[config.mk]
export PLATFORM = sky130hd
export DESIGN_NAME = e0_keystream_xor
export DESIGN_NICKNAME = d
export VERILOG_FILES = /design/src/rtl/e0_keystream_xor.sv
export SDC_FILE = /design/constraint.sdc
export NUM_CORES = 1
export LEC_CHECK = 0
export ABC_AREA = 1
export CAP_MARGIN = 25
export CORE_MARGIN = 2
export CORE_UTILIZATION = 30
export CTS_BUF_LIST = sky130_fd_sc_hd__clkbuf_8 sky130_fd_sc_hd__clkbuf_16
export CTS_CLUSTER_SIZE = 10
export DETAILED_ROUTE_END_ITERATION = 16
export SKIP_LAST_GASP = 1
export SLEW_MARGIN = 15
export SYNTH_ARGS = -nofsm -noshare
export SYNTH_HDL_FRONTEND = slang
export SYNTH_SLANG_ARGS = --single-unit
[constraint.sdc]
create_clock -name clk -period 1.7 [get_ports clk]
set_input_delay 0.255 -clock clk [delete_from_list [all_inputs] [get_ports clk]]
set_output_delay 0.255 -clock clk [all_outputs]
set_load 0.05 [all_outputs]
[src/rtl/e0_keystream_xor.sv]
// e0_keystream_xor: packs the serial E0 keystream into DATA_W-bit words, queues them in a
//   KS_DEPTH-entry FIFO and XORs each queued word with one plaintext word.
// Latency: a word is in the FIFO one clk after its last bit; dout is registered one clk
//   after the din transfer. Backpressure: ks_ready drops while the FIFO is full (no bypass),
//   and din_ready needs a queued word and a free or draining output register.
// Build option: define E0_WARMUP_DISCARD_EN to drop the first WARMUP keystream bits after
//   reset or restart.
module e0_keystream_xor #(
  parameter int DATA_W   = 8,
  parameter int KS_DEPTH = 2,
  parameter int WARMUP   = 200
) (
  input  logic                          clk,
  input  logic                          rst,
  input  logic                          restart,
  input  logic                          ks_bit,
  input  logic                          ks_valid,
  output logic                          ks_ready,
  input  logic [DATA_W-1:0]             din,
  input  logic                          din_valid,
  output logic                          din_ready,
  output logic [DATA_W-1:0]             dout,
  output logic                          dout_valid,
  input  logic                          dout_ready,
  output logic [$clog2(KS_DEPTH):0]     ks_level
);

  localparam int PW = $clog2(KS_DEPTH);
  localparam int LW = PW + 1;
  localparam int CW = $clog2(DATA_W);
  localparam logic [LW-1:0] DEPTH_LVL = LW'(KS_DEPTH);
  localparam logic [CW-1:0] LAST_BIT  = CW'(DATA_W - 1);

  // Elaboration-time guard: the pointer arithmetic relies on a power-of-two depth.
  if (KS_DEPTH < 2 || (KS_DEPTH & (KS_DEPTH - 1)) != 0 || WARMUP < 0) begin : g_bad_param
    $error("e0_keystream_xor: KS_DEPTH must be a power of 2 >= 2 and WARMUP >= 0");
  end

  logic [CW-1:0]     cnt_q, cnt_d;
  logic [DATA_W-1:0] pack_q, pack_d;
  logic [DATA_W-1:0] mem_q [KS_DEPTH];
  logic [DATA_W-1:0] mem_d [KS_DEPTH];
  logic [PW-1:0]     wr_q, wr_d, rd_q, rd_d;
  logic [LW-1:0]     lvl_q, lvl_d;
  logic [DATA_W-1:0] dout_q, dout_d;
  logic              dv_q, dv_d;

  logic ks_fire, din_fire, out_fire, pack_en, push;

  assign ks_ready   = !rst && !restart && (lvl_q < DEPTH_LVL);
  assign din_ready  = !rst && !restart && (lvl_q != '0) && (!dv_q || dout_ready);
  assign ks_fire    = ks_valid && ks_ready;
  assign din_fire   = din_valid && din_ready;
  assign out_fire   = dv_q && dout_ready;
  assign dout       = dout_q;
  assign dout_valid = dv_q;
  assign ks_level   = lvl_q;

`ifdef E0_WARMUP_DISCARD_EN
  localparam int WCW = (WARMUP > 0) ? $clog2(WARMUP + 1) : 1;
  localparam logic [WCW-1:0] WARMUP_LD = WCW'(WARMUP);

  logic [WCW-1:0] wu_q, wu_d;
  logic           warm;

  assign warm    = (wu_q != '0);
  // Accepted bits only reach the packer once the warmup count has run out.
  assign pack_en = ks_fire && !warm;

  // Warmup countdown: one step per accepted bit, reloaded by restart.
  always_comb begin
    wu_d = wu_q;
    if (restart) begin
      wu_d = WARMUP_LD;
    end else if (ks_fire && warm) begin
      wu_d = wu_q - 1'b1;
    end
  end

  // Warmup counter register.
  always_ff @(posedge clk or posedge rst) begin
    if (rst) begin
      wu_q <= WARMUP_LD;
    end else begin
      wu_q <= wu_d;
    end
  end
`else
  assign pack_en = ks_fire;
`endif

  // Packer: LSB-first shift-in; the completing bit pushes the whole word on the same edge.
  always_comb begin
    cnt_d  = cnt_q;
    pack_d = pack_q;
    push   = 1'b0;
    if (restart) begin
      cnt_d  = '0;
      pack_d = '0;
    end else if (pack_en) begin
      pack_d[cnt_q] = ks_bit;
      if (cnt_q == LAST_BIT) begin
        push  = 1'b1;
        cnt_d = '0;
      end else begin
        cnt_d = cnt_q + 1'b1;
      end
    end
  end

  // Word FIFO: write at wr, pop at rd on each din transfer; restart empties it.
  always_comb begin
    mem_d = mem_q;
    wr_d  = wr_q;
    rd_d  = rd_q;
    lvl_d = lvl_q;
    if (restart) begin
      wr_d  = '0;
      rd_d  = '0;
      lvl_d = '0;
    end else begin
      if (push) begin
        mem_d[wr_q] = pack_d;
        wr_d        = wr_q + 1'b1;
      end
      if (din_fire) begin
        rd_d = rd_q + 1'b1;
      end
      case ({push, din_fire})
        2'b10:   lvl_d = lvl_q + 1'b1;
        2'b01:   lvl_d = lvl_q - 1'b1;
        default: lvl_d = lvl_q;
      endcase
    end
  end

  // Output register: load ciphertext on a din transfer, clear valid once drained.
  always_comb begin
    dout_d = dout_q;
    dv_d   = dv_q;
    if (restart) begin
      dv_d = 1'b0;
    end else if (din_fire) begin
      dout_d = din ^ mem_q[rd_q];
      dv_d   = 1'b1;
    end else if (out_fire) begin
      dv_d = 1'b0;
    end
  end

  // State registers for packer, FIFO and output stage.
  always_ff @(posedge clk or posedge rst) begin
    if (rst) begin
      cnt_q  <= '0;
      pack_q <= '0;
      wr_q   <= '0;
      rd_q   <= '0;
      lvl_q  <= '0;
      dout_q <= '0;
      dv_q   <= 1'b0;
      for (int i = 0; i < KS_DEPTH; i++) begin
        mem_q[i] <= '0;
      end
    end else begin
      cnt_q  <= cnt_d;
      pack_q <= pack_d;
      wr_q   <= wr_d;
      rd_q   <= rd_d;
      lvl_q  <= lvl_d;
      dout_q <= dout_d;
      dv_q   <= dv_d;
      mem_q  <= mem_d;
    end
  end

endmodule
## Word level (Yosys, flattened, before mapping)

Index checks and enable logic that the tools add are counted.
W data, S select, Z words.

- Register bits after elaboration: 40
- Output and inout port bits: 13
- Logic and storage cells: 74

- Add/subtract/negate cells: 5
- $lt $le $gt $ge: 6
- Equal/unequal tests: 3
- Muxes and demuxes: 26
- Bitwise gates (word level): 4
- Reductions and logical operators: 21

Operators by type and width:

| kind | number |
|---|---|
| $mux W8 | 6 |
| $bwmux W16 | 1 |
| $mux W1 | 11 |
| $logic_and A1 B1 Y1 | 9 |
| $mux W3 | 3 |
| $bwmux W8 | 1 |
| $demux W8 S1 | 1 |
| $reduce_bool A2 Y1 | 4 |
| $xor A8 B8 Y8 | 1 |
| $reduce_bool A3 Y1 | 2 |
| $ge A2 B2 Y1 const B | 2 |
| $lt A3 B4 Y1 const B | 1 |
| $not A1 Y2 | 2 |
| $pmux W2 S2 | 1 |
| $reduce_and A2 Y1 | 2 |
| $add A3 B1 Y3 const B | 1 |
| $demux W1 S3 | 1 |
| $eq A3 B3 Y1 const B | 1 |
| $ge A3 B1 Y1 const B | 1 |
| $logic_not A1 Y1 | 3 |
| $add A1 B1 Y1 const B | 2 |
| $add A2 B1 Y2 const B | 1 |
| $eq A2 B1 Y1 const B | 1 |
| $eq A2 B2 Y1 const B | 1 |
| other kinds (6) | 6 |

## Logic depth before layout (Yosys ltp)

Gate-level depths: netlist of the first run.

- Word-level depth: 9
- Gate-level depth with buffers: 10
- Depth with buffers taken out: 9

## Least setup slack after synthesis of the first run

OpenSTA, ideal clock, no wires.

- Path type: input to register
- From: input port rst
- To: register mem_q[10] in the netlist's numbering
- Library setup time: 0.118 ns
- Arrival time: 1.760 ns
- Data required time: 1.582 ns
- Setup slack: -0.178 ns
- Stages: 8
- Buffers on the path: 0
- Path through: inv_2 nand2_2 nor2_4 nand3_4 nor2_8 inv_4 nand2_1 nand2_1

- Cells in the longest elaborated chain, start to end: 7

Ends and longest elaborated chain:

| element | RTL line | RTL |
|---|---|---|
| start: declaration | 14 | `input logic rst,` |
| $logic_not A1 Y1 (no line) * | n/a |  |
| $logic_and A1 B1 Y1 * (2 in a row) | 50 | `assign ks_ready = !rst && !restart && (lvl_q < DEPTH_LVL);` |
| net ks_ready | 18 | `output logic ks_ready,` |
| $logic_and A1 B1 Y1 * | 52 | `assign ks_fire = ks_valid && ks_ready;` |
| $mux W8 or $mux W1 (tied branches) | 100 | `end else if (pack_en) begin` |
| $mux W8 or $mux W1 (tied branches) | 97 | `if (restart) begin` |
| $bwmux W16 or $reduce_and A2 Y1 (tied branches) | n/a |  |
| end signal: assignment | 172 | `mem_q <= mem_d;` |
| end: declaration | 41 | `logic [DATA_W-1:0] mem_q [KS_DEPTH];` |

Mark *: on every way through the listed nets, which the timed path passes. The rest lies on a longest branch.
A chain may end at the register's enable or synchronous reset.

## Worst setup path after layout of the first run

- From: input port rst
- To: output port din_ready

- Cells in the longest elaborated chain, start to end: 4

Ends and longest elaborated chain:

| element | RTL line | RTL |
|---|---|---|
| $logic_not A1 Y1 (no line) | n/a |  |
| $logic_and A1 B1 Y1 (3 in a row) | 51 | `assign din_ready = !rst && !restart && (lvl_q != '0) && (!dv_q \|\| dout_ready);` |
| end: declaration | 21 | `output logic din_ready,` |

Every way passes these cells.

==> results by group, run 1 <==
Route
  • Routed WL: 4320 um
  • Via count: 1712
  • DR vias/cell: 4.55
  • WL per Instance: 11.5 um
  • Post-route antenna net violation count: 0
  • Detailed Routing Iterations Pass 1: 4
  • Initial drt markers: 86
  • DRC Markers: 0

Global routing
  • GRT Util Overall: 12.5%
  • Initial antenna violation count: 0
  • Vias in the first global route: 1575
  • Pin count of the biggest net entering global routing: 41
  • First-pass GRT wire length: 7400 um
  • GRT Residual Overflow: 0

Critical path
  • CP bufs+invs: 4
  • Worst EP arrival: 1.38 ns
  • Worst R2R End: mem_q[12]
  • Critical path's largest stage delay: 0.46 ns
  • Worst reg2reg path depth: 7
  • Crit end category: output pin
  • Worst path cell trace: clkdlybuf4s50_1, buf_4, nor2_8, nand3_1, inv_1, buf_12
  • WP data required: 1.44 ns
  • CP max stage cell: clkdlybuf4s50_1
  • Crit Path Class: primary input to output pin
  • Worst setup SP type: primary input
  • Reg2reg start: cnt_q[1]
  • Critical path's top delay family: buffers and inverters
  • Worst-path maximum fanout: 3
  • R2R Setup Slk: 0.18 ns

Place
  • Cells after DPL: 369
  • Port-buffer cells: 27
  • Dpl hpwl: 3070 um
  • Placement Cell Area: 2510 sq um
  • GPL Wtd Cong: 0.801

Synth
  • Yosys reg bits: 40
  • XOR/XNOR Fraction of Synth Area: 3.80%
  • Simple-Gate Fraction of Synth Area: 34.7%
  • Synthesized Nets: 271
  • Top-count cell post-synth: nand2_1
  • Complex-gate fraction of the synthesized area: 5.91%
  • Synth area leader: dfrtp_1
  • Yosys cell types: 26
  • Post-synthesis adder-cell area fraction: 1.21%
  • Synth cell count leaders: 109 x nand2_1, 40 x dfrtp_1, 15 x inv_1, 15 x nand3_1, 14 x o21ai_1
  • Sequential area share after synthesis: 48.3%
  • Mean Syn Cell Area: 8.17 sq um
  • Post-synthesis mux area share: 0%
  • Cells after Synth: 254
  • Ys Warns: 0
  • Main area contributors after synthesis: dfrtp_1 48%, nand2_1 20%, nand3_1 3.6%, o21ai_1 3.4%, xnor2_1 3.4%
  • Ys flop type: dfrtp_1
  • Synth Cell Area: 2070 sq um
  • Synth async-reset ratio: 100%
  • Number of flops mapped to enable cells by yosys: 0
  • Share of the synthesized area in the top cell type: 48.3%
  • Largest family of logic cells by synthesized area: simple AND/OR/NAND/NOR gates

Layout
  • Layout cells sized above 1: 17.2%
  • Post-Layout Inst Area: 2590 sq um
  • Diodes inserted: 0
  • Synthesis-to-finish area growth: 24.9%
  • Final net count: 313
  • Fillers: 680
  • Final non-filler cell total: 376

Floorplanning
  • Core area: 6760 sq um
  • Die width: 87.2 um
  • IO Pins: 28
  • Die area: 7600 sq um
  • Rows: 30
  • Starting Density: 30.7%
  • Die height: 87.2 um

Outcome
  • Status: finished clean

Hold path
  • Hold Crit Start: restart
  • Worst Hold Class: primary input to flip-flop
  • Hold EP: pack_q[5]
  • Hold Crit Depth: 3

Clock network
  • Post-CTS Setup Bufs: 0
  • Clock latency on the worst-skew pair: 0.29 ns
  • CTS H-tree depth: 2
  • Clock-pin slew on the worst setup and hold paths: 0.07 ns
  • CTS tree: built
  • Clk sinks: 40
  • Root Buffer: clkbuf_8
  • Clock buffer depth: 2
  • Number of buffers created by CTS: 5

Timing
  • Worst Tran Pin Value: 0.521 ns
  • Setup-failing EPs final: 0
  • Clock skew: 0.00530 ns
  • Setup_tns: 0 ns
  • Max Fclk: 610 MHz
  • Tcrit/Tclk final: 96.5%
  • RSZ-0062 raised after global routing: false
  • Max-slew violations: 0
  • Slew HR: 65.2%
  • Final hold vios: 0
  • Minimum clock period: 1.64 ns

Power and ir drop
  • Leak: 1.36 nW
  • Peak supply drop: 0.291 mV
  • Total power per unit cell area: 656 nW/um^2

Flow run
  • Max_cap viols: 0
## kinds of logic (layout without fill, tap and decap cells)
| family | after synthesis | count (layout) |
|---|---|---|
| XOR/XNOR | 9 | 9 |
| AND/OR/NAND/NOR | 152 | 152 |
| AO/OA/AOI/OAI | 23 | 23 |
| flip-flops | 40 | 40 |
| buffers and inverters | 28 | 70 |
| adder cells (fa/ha/maj) | 2 | 2 |
## report_power, final
| group | internal, mW | switching, mW |
|---|---|---|
| clock network | 0.273 | 0.319 |
| logic | 0.0684 | 0.0815 |
| registers | 0.955 | 0.00264 |
## registers in the layout, summed over array words and instances (netlist names)
name        flops
rd_q            1
dout            8
wr_q            1
dout_valid      1
mem_q          16
pack_q          8
ks_level        2
cnt_q           3
## per-stage QoR
stage / setup slack (ns) / total power, mW / utilization [%] / hold WS, ns
after floorplan: 0.0133 / 1.05 / - / 0.138
after global placement: -0.0702 / 1.13 / 37.2 / 0.465
after detailed placement: -0.0964 / 1.13 / 37.2 / 0.466
after CTS: 0.0309 / 1.72 / 38.3 / 0.487
after global routing: 0.00544 / 1.77 / 38.4 / 0.414
final: 0.0603 / 1.70 / 38.4 / 0.407
## area by class of cell
class	instances	area, sq um	area share (%)
inverters	22	95.1	3.67
clock inverters	2	8.76	0.338
well taps	80	100	3.86
flip-flops and latches	40	1000	38.6
multi-input cells	186	947	36.6
clock buffers	5	68.8	2.66
repair buffers	41	370	14.3
## how the worst max path moves through the flow
| stage | startpoint | end | slack, ns | cells past startpoint |
|---|---|---|---|---|
| detailed placement | restart | mem_q[8] | -0.1 | 8 |
| global placement | restart | mem_q[8] | -0.07 | 8 |
| CTS | restart | din_ready | 0.03 | 6 |
| floorplan | rst | mem_q[10] | 0.01 | 8 |
| global route | rst | din_ready | 0.005 | 6 |
| finish | rst | din_ready | 0.06 | 6 |
## what timing repair did
action / CTS / global route
gates resized for setup: 0 / 1
hold endpoints to repair: 0 / 0
endpoints found under the setup margin: 0 / 1
hold buffers: 0 / 0
## tightest hold or removal path, cell delays in order
cell,delay (ns)
dlymetal6s2s_1,0.18
buf_4,0.18
a21oi_1,0.04
## cells in the final DEF (no fill, tap or decap)
cell type / count
dlymetal6s2s_1: 1
inv_4: 3
clkinv_4: 1
clkinv_2: 1
nor2_8: 3
a21oi_2: 2
a21oi_1: 4
xnor2_1: 8
nor2_2: 1
o21ai_0: 3
nand3_1: 15
buf_4: 25
inv_2: 2
nor2_4: 2
nand2_1: 109
clkdlybuf4s50_1: 13
nor2_1: 5
clkinv_1: 1
inv_1: 16
dfrtp_1: 40
and3_1: 4
ha_1: 2
o21ai_1: 14
nand2_2: 2
clkbuf_8: 5
nand4_1: 9
xor2_1: 1
buf_12: 2
nand3_4: 2
## routing by layer
layer / wire [um] / up-vias / GRT usage [%] / part of all wire, %
li1: - / 899 / - / -
met1: 2140 / 766 / 17.2 / 50
met2: 1910 / 42 / 18.8 / 44
met3: 226 / 5 / 3.41 / 5.2
met4: 43 / 0 / 4.20 / 1.0
met5: 0 / - / 0 / 0
Note: power is estimated with default switching activity, not from simulation.
==> inputs of run 2 (changes only) <==
==> constraint.sdc (replaced) <==
create_clock -name clk -period 1.7 [get_ports clk]
set_input_delay 0.17 -clock clk [delete_from_list [all_inputs] [get_ports clk]]
set_output_delay 0.17 -clock clk [all_outputs]
set_load 0.05 [all_outputs]
==> results by group, run 2 (same netlist as run 1, synthesis figures left out) <==
Power and ir drop
  • Peak supply drop: 0.371 mV
  • Total power per unit cell area: 709 nW/um^2
  • Tot Pwr: 1.86 mW
  • Leak: 1.33 nW

Clock network
  • Clock buffer depth: 2
  • Root Buffer: clkbuf_8
  • Cells resized by post-CTS repair: 0
  • Post-CTS Setup Bufs: 0
  • Hold-fix buffers, CTS: 0
  • CTS H-tree depth: 2
  • Clk sinks: 40
  • Clock-pin slew on the worst setup and hold paths: 0.08 ns
  • Clock latency on the worst-skew pair: 0.29 ns
  • Number of buffers created by CTS: 5
  • CTS tree: built

Timing
  • Fin Hold WS: 0.424 ns
  • Setup-failing EPs final: 0
  • Tcrit/Tclk final: 94.4%
  • Final hold vios: 0
  • Max Fclk: 623 MHz
  • Slew HR: 65.5%
  • RSZ-0062 raised after global routing: false
  • Minimum clock period: 1.61 ns
  • Max-slew violations: 0
  • Worst Tran Pin Value: 0.518 ns
  • Clock skew: 0.00309 ns

Place
  • Port-buffer cells: 27
  • GPL Wtd Cong: 0.788
  • Dpl hpwl: 3210 um
  • Cells after DPL: 366

Critical path
  • Critical path's top delay family: buffers and inverters
  • Worst EP arrival: 1.44 ns
  • Worst-path maximum fanout: 2
  • Worst reg2reg path depth: 7
  • Critical path's largest stage delay: 0.80 ns
  • Worst setup path end: dout[6]
  • WP data required: 1.53 ns
  • Worst path cell trace: clkdlybuf4s50_1
  • CP max stage cell: clkdlybuf4s50_1
  • Worst setup SP type: flip-flop
  • Crit Path Class: flip-flop to output pin
  • CP bufs+invs: 1
  • Crit end category: output pin
  • Worst R2R End: mem_q[12]
  • WP depth: 1
  • R2R Setup Slk: 0.17 ns
  • Reg2reg start: cnt_q[1]
  • Crit path launch: dout[6]

Layout
  • Most frequent cells in the layout: 109 x nand2_1, 40 x dfrtp_1, 23 x clkdlybuf4s50_1
  • Most common cell after layout, fill and taps aside: nand2_1
  • Synthesis-to-finish area growth: 26.2%
  • Final net count: 310
  • Reg with most FFs: mem_q
  • Final non-filler cell total: 374
  • Number of flip-flops under the largest register name: 16
  • Layout cells sized above 1: 13.6%
  • Diodes inserted: 0

Route
  • Via count: 1713
  • Met3 WL: 222 um
  • DRC Markers: 0
  • Detailed Routing Iterations Pass 1: 4
  • Routed met1 length: 2110 um
  • WL per Instance: 11.5 um
  • DR vias/cell: 4.58
  • Initial drt markers: 158
  • Top Metal Used: met4
  • Met2 Wirelength: 1960 um
  • Routed WL: 4310 um
  • Post-route antenna net violation count: 0

Global routing
  • First-pass GRT wire length: 7490 um
  • GRT Util Overall: 12.7%
  • Vias in the first global route: 1598
  • Initial antenna violation count: 0
  • GRT Residual Overflow: 0
  • Pin count of the biggest net entering global routing: 41

Floorplanning
  • Rows: 30
  • Core area: 6760 sq um
  • Die area: 7600 sq um
  • Starting Density: 30.7%
  • Die width: 87.2 um
  • Die height: 87.2 um
  • IO Pins: 28

Flow run
  • Max_cap viols: 0

Outcome
  • Status: finished clean

Hold path
  • Worst Hold Class: primary input to asynchronous set/reset pin
-- run 2: cell count changes in the layout (fill, tap and decap cells not counted), sizes merged --
| cell | delta |
|---|---|
| clkdlybuf4s50 | +10 |
| bufinv | +1 |
| dlymetal6s2s | -1 |
| buf | -12 |
-- run 2: final cells by class --
| type | instances | area (sq um) |
|---|---|---|
| fill | 685 | 4140 |
| sequential | 40 | 1000 |
| multi-input combinational | 186 | 947 |
| timing repair buffer | 38 | 368 |
| tap | 80 | 100 |
| inverter | 22 | 95.1 |
| clock buffer | 5 | 68.8 |
| clock inverter | 3 | 38.8 |
-- run 2: how the worst min path moves through the flow --
stage,start,end,cells after the start
after detailed placement,mem_q[15],mem_q[15],2
final,rst,cnt_q[0],3
after CTS,rst,pack_q[1],3
after floorplan,rst,cnt_q[0],1
after global placement,mem_q[13],mem_q[13],2
after global routing,rst,ks_level[1],3
-- run 2: power breakdown --
group	internal, mW	switching, mW	total (mW)
Clock	0.430	0.323	0.752
Combinational	0.0661	0.0818	0.148
Sequential	0.954	0.00238	0.957
Total	1.45	0.407	1.86
-- run 2: worst min-delay path, cell delays in order --
cell and delay, ns:
clkdlybuf4s50_1 0.47, inv_4 0.08, buf_4 0.44
-- run 2: stage by stage --
stage               setup TNS, ns  setup slack (ns)  instance area (sq um)  utilization, %
finish                          0            0.0949                   2620            38.8
global route                    0            0.0155                   2620            38.8
CTS                             0            0.0769                   2620            38.8
detailed placement        -0.0717           -0.0166                   2510            37.2
global placement                0           0.00208                   2510            37.2
floorplan                       0            0.0144                   2080               -
-- run 2: metal layers --
| layer | GRT usage, % | up-vias |
|---|---|---|
| met2 | 20.1 | 40 |
| met5 | 0 | - |
| met3 | 3.41 | 2 |
| met1 | 17.2 | 777 |
| met4 | 3.36 | 0 |
| li1 | - | 894 |
